[config.mk]
export PLATFORM = sky130hd
export DESIGN_NAME = fifo_wr_streamer_flat
export DESIGN_NICKNAME = d
export VERILOG_FILES = /design/src/rtl/fifo_wr_streamer_pkg.sv /design/src/rtl/fifo_wr_streamer_if.sv /design/src/rtl/fifo_wr_streamer_skid.sv /design/src/rtl/fifo_wr_streamer.sv /design/src/flat_wrapper.sv
export SDC_FILE = /design/constraint.sdc
export NUM_CORES = 1
export LEC_CHECK = 0
export BUFFER_PORTS_ARGS = -buffer_cell sky130_fd_sc_hd__buf_2
export CAP_MARGIN = 25
export CORE_MARGIN = 4
export CORE_UTILIZATION = 50
export DETAILED_ROUTE_END_ITERATION = 10
export PLACE_DENSITY = 0.79
export SLEW_MARGIN = 20
export SYNTH_ARGS = -nofsm -noshare
export SYNTH_HDL_FRONTEND = slang
export SYNTH_SLANG_ARGS = --single-unit
[constraint.sdc]
create_clock -name wclk -period 1.89 [get_ports wclk]
set_clock_uncertainty 0.05 [all_clocks]
set_input_delay 0.378 -clock wclk [delete_from_list [all_inputs] [get_ports wclk]]
set_output_delay 0.378 -clock wclk [all_outputs]
set_load 0.01 [all_outputs]
[src/rtl/fifo_wr_streamer_pkg.sv]
// fifo_wr_streamer_pkg: shared widths and FSM state encoding for the write-side streamer
package fifo_wr_streamer_pkg;
    localparam int DW = 8;
    localparam int CW = 16;
    typedef enum logic [1:0] {
        IDLE  = 2'd0,
        SEND  = 2'd1,
        STALL = 2'd2,
        PAUSE = 2'd3
    } state_t;
endpackage

[src/rtl/fifo_wr_streamer_if.sv]
// fifo_wr_streamer_if: upstream valid/ready byte stream with packet framing
interface fifo_wr_streamer_if #(parameter int DW = fifo_wr_streamer_pkg::DW);
    logic          s_valid;
    logic [DW-1:0] s_data;
    logic          s_last;
    logic          s_ready;
    modport master (output s_valid, s_data, s_last, input s_ready);
    modport slave  (input s_valid, s_data, s_last, output s_ready);
endinterface

[src/rtl/fifo_wr_streamer_skid.sv]
// fifo_skid_buf: two-entry register slice (output stage + skid stage) carrying a last flag
module fifo_skid_buf #(parameter int DW = 8) (
    input  logic          wclk,
    input  logic          wrst_n,
    input  logic          in_valid,
    input  logic [DW-1:0] in_data,
    input  logic          in_last,
    output logic          in_ready,
    output logic          out_valid,
    output logic [DW-1:0] out_data,
    output logic          out_last,
    input  logic          out_ready,
    output logic          sk_valid
);
    logic          out_v_q, out_v_d, out_last_q, out_last_d;
    logic          sk_v_q, sk_v_d, sk_last_q, sk_last_d, rdy_q, rdy_d;
    logic [DW-1:0] out_d_q, out_d_d, sk_d_q, sk_d_d;
    logic          acc, pop;

    // Accepted bytes go straight to the output stage when it is free or draining, else park in skid;
    // the output data register is only reloaded with new bytes so wdata holds when empty.
    always_comb begin
        acc        = in_valid & rdy_q;
        pop        = out_v_q & out_ready;
        out_v_d    = pop ? sk_v_q : out_v_q;
        out_d_d    = (pop & sk_v_q) ? sk_d_q : out_d_q;
        out_last_d = (pop & sk_v_q) ? sk_last_q : out_last_q;
        sk_v_d     = sk_v_q & ~pop;
        sk_d_d     = sk_d_q;
        sk_last_d  = sk_last_q;
        if (acc & (~out_v_q | pop)) begin
            out_v_d    = 1'b1;
            out_d_d    = in_data;
            out_last_d = in_last;
        end else if (acc) begin
            sk_v_d    = 1'b1;
            sk_d_d    = in_data;
            sk_last_d = in_last;
        end
        rdy_d = ~sk_v_d;
    end

    // Stage registers; ready stays low through reset and rises on the first clock after release
    always_ff @(posedge wclk or negedge wrst_n) begin
        if (!wrst_n) begin
            out_v_q    <= 1'b0;
            out_d_q    <= '0;
            out_last_q <= 1'b0;
            sk_v_q     <= 1'b0;
            sk_d_q     <= '0;
            sk_last_q  <= 1'b0;
            rdy_q      <= 1'b0;
        end else begin
            out_v_q    <= out_v_d;
            out_d_q    <= out_d_d;
            out_last_q <= out_last_d;
            sk_v_q     <= sk_v_d;
            sk_d_q     <= sk_d_d;
            sk_last_q  <= sk_last_d;
            rdy_q      <= rdy_d;
        end
    end

    assign in_ready  = rdy_q;
    assign out_valid = out_v_q;
    assign out_data  = out_d_q;
    assign out_last  = out_last_q;
    assign sk_valid  = sk_v_q;
endmodule

[src/rtl/fifo_wr_streamer.sv]
// fifo_wr_streamer: feeds the async FIFO write port from a framed byte stream and keeps packet stats
module fifo_wr_streamer #(
    parameter int DW = fifo_wr_streamer_pkg::DW,
    parameter int CW = fifo_wr_streamer_pkg::CW
) (
    input  logic                 wclk,
    input  logic                 wrst_n,
    input  logic                 en,
    fifo_wr_streamer_if.slave    s,
    output logic                 winc,
    output logic [DW-1:0]        wdata,
    input  logic                 wfull,
    output logic                 busy,
    output logic                 pkt_done,
    output logic [CW-1:0]        pkt_len,
    output logic [CW-1:0]        pkt_cnt,
    output logic                 len_ovf
);
    import fifo_wr_streamer_pkg::*;

    localparam logic [CW-1:0] LEN_MAX = '1;

    state_t        state_q, state_d;
    logic          out_v, out_last, sk_v, acc, commit, drain;
    logic          done_q, done_d, len_ovf_q, len_ovf_d;
    logic [CW-1:0] cur_len_q, cur_len_d, cur_inc, pkt_len_q, pkt_len_d, pkt_cnt_q, pkt_cnt_d;

    fifo_skid_buf #(.DW(DW)) u_buf (
        .wclk      (wclk),
        .wrst_n    (wrst_n),
        .in_valid  (s.s_valid),
        .in_data   (s.s_data),
        .in_last   (s.s_last),
        .in_ready  (s.s_ready),
        .out_valid (out_v),
        .out_data  (wdata),
        .out_last  (out_last),
        .out_ready (en & ~wfull),
        .sk_valid  (sk_v)
    );

    assign winc   = out_v & en;
    assign commit = winc & ~wfull;
    assign acc    = s.s_valid & s.s_ready;
    assign busy   = out_v | sk_v;

    // Next state: IDLE exactly when the output stage will be empty; otherwise en beats wfull
    always_comb begin
        drain   = commit & ~sk_v & ~acc;
        state_d = (state_q == IDLE) ? (acc ? SEND : IDLE) :
                  drain ? IDLE : !en ? PAUSE : wfull ? STALL : SEND;
    end

    // Packet statistics: length saturates, count wraps, overflow is sticky until reset
    always_comb begin
        cur_inc   = (cur_len_q == LEN_MAX) ? LEN_MAX : cur_len_q + 1'b1;
        done_d    = commit & out_last;
        cur_len_d = commit ? (out_last ? '0 : cur_inc) : cur_len_q;
        pkt_len_d = done_d ? cur_inc : pkt_len_q;
        pkt_cnt_d = done_d ? pkt_cnt_q + 1'b1 : pkt_cnt_q;
        len_ovf_d = len_ovf_q | (commit & (cur_len_q == LEN_MAX));
    end

    // State and statistics registers
    always_ff @(posedge wclk or negedge wrst_n) begin
        if (!wrst_n) begin
            state_q   <= IDLE;
            cur_len_q <= '0;
            done_q    <= 1'b0;
            pkt_len_q <= '0;
            pkt_cnt_q <= '0;
            len_ovf_q <= 1'b0;
        end else begin
            state_q   <= state_d;
            cur_len_q <= cur_len_d;
            done_q    <= done_d;
            pkt_len_q <= pkt_len_d;
            pkt_cnt_q <= pkt_cnt_d;
            len_ovf_q <= len_ovf_d;
        end
    end

    assign pkt_done = done_q;
    assign pkt_len  = pkt_len_q;
    assign pkt_cnt  = pkt_cnt_q;
    assign len_ovf  = len_ovf_q;

    // The FSM label must track output-stage occupancy
    assert property (@(posedge wclk) disable iff (!wrst_n) (state_q == IDLE) == !out_v);
endmodule

[src/flat_wrapper.sv]
// flat-port wrapper written by rule: the top's interface ports become plain ports
module fifo_wr_streamer_flat import fifo_wr_streamer_pkg::*;
#(
    parameter int DW = fifo_wr_streamer_pkg::DW,
    parameter int CW = fifo_wr_streamer_pkg::CW
)
  (wclk, wrst_n, en, winc, wdata, wfull, busy, pkt_done, pkt_len, pkt_cnt, len_ovf, s_s_valid, s_s_data, s_s_last, s_s_ready);
  fifo_wr_streamer_if #(.DW(DW)) s_i ();
  input  logic wclk;
  input  logic wrst_n;
  input  logic en;
  output logic winc;
  output logic [DW-1:0] wdata;
  input  logic wfull;
  output logic busy;
  output logic pkt_done;
  output logic [CW-1:0] pkt_len;
  output logic [CW-1:0] pkt_cnt;
  output logic len_ovf;
  input wire logic [$bits(s_i.s_valid)-1:0] s_s_valid;
  input wire logic [$bits(s_i.s_data)-1:0] s_s_data;
  input wire logic [$bits(s_i.s_last)-1:0] s_s_last;
  output wire logic [$bits(s_i.s_ready)-1:0] s_s_ready;
  assign s_i.s_valid = s_s_valid;
  assign s_i.s_data = s_s_data;
  assign s_i.s_last = s_s_last;
  assign s_s_ready = s_i.s_ready;
  fifo_wr_streamer #(.DW(DW), .CW(CW)) u_core (.wclk(wclk), .wrst_n(wrst_n), .en(en), .s(s_i), .winc(winc), .wdata(wdata), .wfull(wfull), .busy(busy), .pkt_done(pkt_done), .pkt_len(pkt_len), .pkt_cnt(pkt_cnt), .len_ovf(len_ovf));
endmodule
* Yosys cells after proc, flatten, opt, wreduce, memory -nomap -nowiden *
Cells that the tools add are included.

cells by class
  bitwise gates (word level) = 18
  muxes and demuxes = 10
  $add $sub $neg = 2
  reduce and logical (&&, ||, !) cells = 3
  equal/unequal tests = 1

operator list
  cell                     number
  $add A16 B1 Y16 const B  2
  $mux W16                 2
  $eq A16 B16 Y1 const B   1
  $mux W8                  2
  $and A1 B1 Y1            10
  $mux W1                  6
  $not A1 Y1               5
  $reduce_bool A2 Y1       2
  $or A1 B1 Y1             3
  $reduce_and A2 Y1        1

word-level totals
  output and inout port bits = 45
  word-level logic and storage cells = 46
  flip-flop bits (word level) = 71
  input port bits = 14

* Depth between registers and ports, before layout *
  depth after elaboration = 8
  depth in mapped cells = 7
  depth with buffers taken out = 5

* Hierarchy *
A second synthesis with hierarchy kept.

unflattened totals
  cells, all modules = 304
  area, all modules = 3382.0 sq um

modules (own cells, without submodules)
  module            sequential area each (sq um)  area an instance (sq um)  cells an instance  instances
  fifo_wr_streamer  1251.2                        2477.4                    241                1
  fifo_skid_buf     525.5                         904.6                     63                 1

* Worst setup path after synthesis *
No wires, ideal clock.

  path kind = flip-flop to flip-flop
  from = register u_core.cur_len_q[0]
  to = register u_core.cur_len_q[5]
  library setup time = 0.087 ns
  stages on the path, launching flop included = 7
  path slack = 0.120 ns
  buffers on the path = 1
  data required time = 1.753 ns
  clock period less this slack = 1.770 ns
  arrival time = 1.634 ns
  path through = dfrtp_1 -> ha_1 -> nand3_4 -> nor4_4 -> nand2b_2 -> buf_6 -> a211oi_2

on the way
  word-level cells in the longest chain between the ends = 3
  elaborated cells between the ends (all ways) = 4
  classes of those cells = add/sub: 1; eq/ne: 1; mux: 2

RTL lines
  element                                                   line                    text
  start, declared                                           fifo_wr_streamer.sv:26  logic [CW-1:0] cur_len_q, cur_len_d, cur_inc, pkt_len_q, pkt_len_d, pkt_cnt_q, pkt_cnt_d;
  start signal, assigned                                    fifo_wr_streamer.sv:75  cur_len_q <= cur_len_d;
  $add A16 B1 Y16 / $eq A16 B16 Y1 (equally long branches)  fifo_wr_streamer.sv:56  cur_inc = (cur_len_q == LEN_MAX) ? LEN_MAX : cur_len_q + 1'b1;
  $mux W16 *                                                fifo_wr_streamer.sv:56
  $mux W16 *                                                fifo_wr_streamer.sv:58  cur_len_d = commit ? (out_last ? '0 : cur_inc) : cur_len_q;

Every way passes the cells marked *; elsewhere a longest branch is shown, timed or not.
A chain may end at the register's enable or synchronous reset.

* Final worst setup path *
  from = register u_core.cur_len_q[0]
  to = register u_core.cur_len_q[15]

Same word-level chain as after synthesis.

==> results.toml <==
[timing]
tightestPinTransition_ns = 0.549
layout_min_cycle_time_ns = 1.74
fmax_ghz = 0.575
slew_headroom_pct = 63.4
finalMaxSlewViolations = 0
rsz0062_at_grt = "false"
finalSetupViolations = 0
hold_violations = 0
min_period_over_period_pct = 92.1
fin_tns_setup_ns = 0

[routing]
routed_wl_mm = 7.20
dr.pass1.iters = 4
wire_per_inst_um = 14.9
ant_nets = 0
drcViolationCount = 0
first_iter_violations = 166
dr_total_vias = 2649
viasPerCell = 5.48

[global_routing]
antenna_found_initial = 0
grt_start_max_net_pins = 45
gr-total-overflow = 0
grt.total_usage_pct = 18.3
grt_pass1_vias = 2596
grt_pass1_wl_mm = 12.4

[power]
power.total_mw = 4.66
p_per_area_nw_per_um2 = 1120
worst_ir_drop_vdd_mv = 0.666
leakagePower_nw = 2.05

[logic_synthesis]
dominantRegCellSynth = "dfrtp_1"
yosysTopAreaCell = "dfrtp_1"
async_flop_share_pct = 100
syn_area_um2 = 3440
synth_fp_nets = 338
yosysWarningCount = 0
syn_avg_cell_area_um2 = 10.7
synth_top_area_share_pct = 51.7
synth-seq-area-share_pct = 51.7
yosysUniqueCellTypes = 50
synthCells = 322
netlist_top_cells_area = "dfrtp_1, mux2i_1, xnor2_1"
synth_seq_cells = 71
synth_edf_count = 0

[final_layout]
final_nets = 417
areaGrowthSynthToFinish_pct = 21.6
drive_gt1_share_pct = 32.0
num_antenna_cells = 0

[die]
ios = 59
die-area_um2 = 8270
initial_core_util_pct = 52.9
die-height_um = 90.9
fp.dieW_um = 90.9
core_um2 = 6490
rows = 29

[placement]
io_buffer_count = 58
gp_congestion = 0.817
dp_hpwl_mm = 5.16

[worst_setup_path]
required_ns = 2.10
critPathMaxFanout = 6
cp.arrival_ns = 1.95
critical_path_class = "reg2reg"
worstSetupStartpointType = "flip-flop"
critPathCaptureType = "flip-flop"

[worst_hold_path]
worstHoldPathType = "in2reg"

[cts]
cts_tree = "done"
clock-sinks = 71
clockBufferDepth = 2
cts_root_buf = "clkbuf_8"
path_clk_slew_ns = 0.08
htreeDepth = 3
numCtsBuffers = 9
clock_latency_ns = 0.35

[job]
max_cap_violations = 0

[status]
status = "finished, final reports clean"
## final timing paths
| check | startpoint | endpoint | slack, ns | depth (start not counted) |
|---|---|---|---|---|
| max | u_core.cur_len_q[0] | u_core.cur_len_q[15] | 0.15 | 6 |
| min | s_s_data[7] | u_core.u_buf.out_data[7] | 0.20 | 3 |
| min in group asynchronous | wrst_n | u_core.pkt_len[6] | 0.52 | 3 |
| max in group asynchronous | wrst_n | u_core.pkt_cnt[7] | 0.82 | 3 |
| max reg2reg | u_core.cur_len_q[0] | u_core.cur_len_q[15] | 0.15 | 6 |
| min reg2reg | u_core.pkt_cnt[15] | u_core.pkt_cnt[15] | 0.42 | 1 |
## where the power goes
part,switching (mW),internal [mW]
Combinational,0.679,0.607
Clock,0.597,0.611
Sequential,0.264,1.90
## metrics by stage
stage	std cells	hold slack (ns)	instance area [um^2]	utilization (%)	worst slack, ns
floorplan	322	0.0324	3440	-	0.120
global placement	464	0.357	3930	60.4	0.148
detailed placement	464	0.367	3930	60.4	0.0652
CTS	481	0.183	4130	63.6	0.0505
global route	483	0.191	4180	64.4	0.00684
finish	483	0.196	4180	64.4	0.150
## registers in the layout, summed over array words and instances, names as in the netlist
signal	cells
u_core.pkt_done	1
u_core.u_buf.sk_d_q	8
u_core.pkt_len	16
u_core.pkt_cnt	16
u_core.len_ovf	1
u_core.u_buf.sk_last_q	1
u_core.u_buf.out_data	8
u_core.u_buf.in_ready	1
u_core.u_buf.out_last	1
u_core.u_buf.out_valid	1
u_core.u_buf.sk_valid	1
u_core.cur_len_q	16
## placed cells by master, fill, tap and decap left out, types with 2 or more instances in the layout
cell type | synthesis | final
dfrtp_1 | 71 | 71
buf_2 | 8 | 58
nand2_1 | 37 | 37
buf_4 | 1 | 28
nor2_1 | 22 | 22
o21ai_0 | 20 | 20
xnor2_1 | 18 | 18
mux2i_1 | 16 | 16
nand3_1 | 13 | 13
nand4_1 | 10 | 10
a31oi_1 | 9 | 9
mux2_2 | 9 | 9
clkbuf_8 | 0 | 9
nor3_1 | 9 | 8
a21oi_1 | 8 | 8
inv_1 | 6 | 6
nor4_4 | 3 | 5
xor2_1 | 4 | 4
o21a_1 | 4 | 4
and2_1 | 3 | 3
nand2b_1 | 3 | 3
a211oi_1 | 3 | 3
a41oi_1 | 3 | 3
a311oi_1 | 3 | 3
clkinv_4 | 0 | 3
nand3_4 | 1 | 2
and2_0 | 2 | 2
a41oi_2 | 2 | 2
and4_1 | 2 | 2
o31ai_1 | 2 | 2
clkinv_2 | 0 | 2
## final cells by class
class	count	area, um^2
inverters	6	22.5
multi-input cells	226	1580
well taps	77	96.3
fillers	512	2310
repair buffers	87	510
flip-flops and latches	71	1780
clock inverters	7	73.8
clock buffers	9	124
## repair_timing
item                                    4_1_cts  5_1_grt
endpoints found under the setup margin        0       13
hold endpoints to repair                     27        0
resized for setup                             0        5
setup buffers                                 0        2
hold buffers                                  1        0
## Yosys cell counts (3+ instances only)
cell type / n
and2_1: 3
xor2_1: 4
xnor2_1: 18
nand4_1: 10
nand2b_1: 3
o21ai_0: 20
clkbuf_1: 5
nand2_1: 37
nand3_1: 13
a211oi_1: 3
a311oi_1: 3
a31oi_1: 9
mux2i_1: 16
nor2_1: 22
o21a_1: 4
inv_1: 6
nor4_4: 3
mux2_2: 9
dfrtp_1: 71
buf_2: 8
nor3_1: 9
a21oi_1: 8
a41oi_1: 3
## layer usage
layer | vias up | part of all wire, % | global-route usage [%]
li1 | 1305 | - | -
met1 | 1274 | 47 | 24.6
met2 | 59 | 46 | 28.0
met3 | 11 | 4.9 | 5.17
met4 | 0 | 1.7 | 7.54
met5 | - | 0 | 0
## worst max-delay path, cell delays in order (launching register included)
cell and delay (ns):
dfrtp_1 0.36, ha_2 0.22, nand3_4 0.15, nor4_4 0.36, buf_4 0.19, nand4_1 0.09
a41oi_1 0.23
## kinds of logic after synthesis
group,synth area share [%]
AND/OR/NAND/NOR,20.0
multiplexers,7.61
AO/OA/AOI/OAI,11.0
flip-flops,51.7
buffers and inverters,3.42
adder cells (fa/ha/maj),0.728
XOR/XNOR,5.60
No activity file was read; power rests on OpenSTA's default activity.
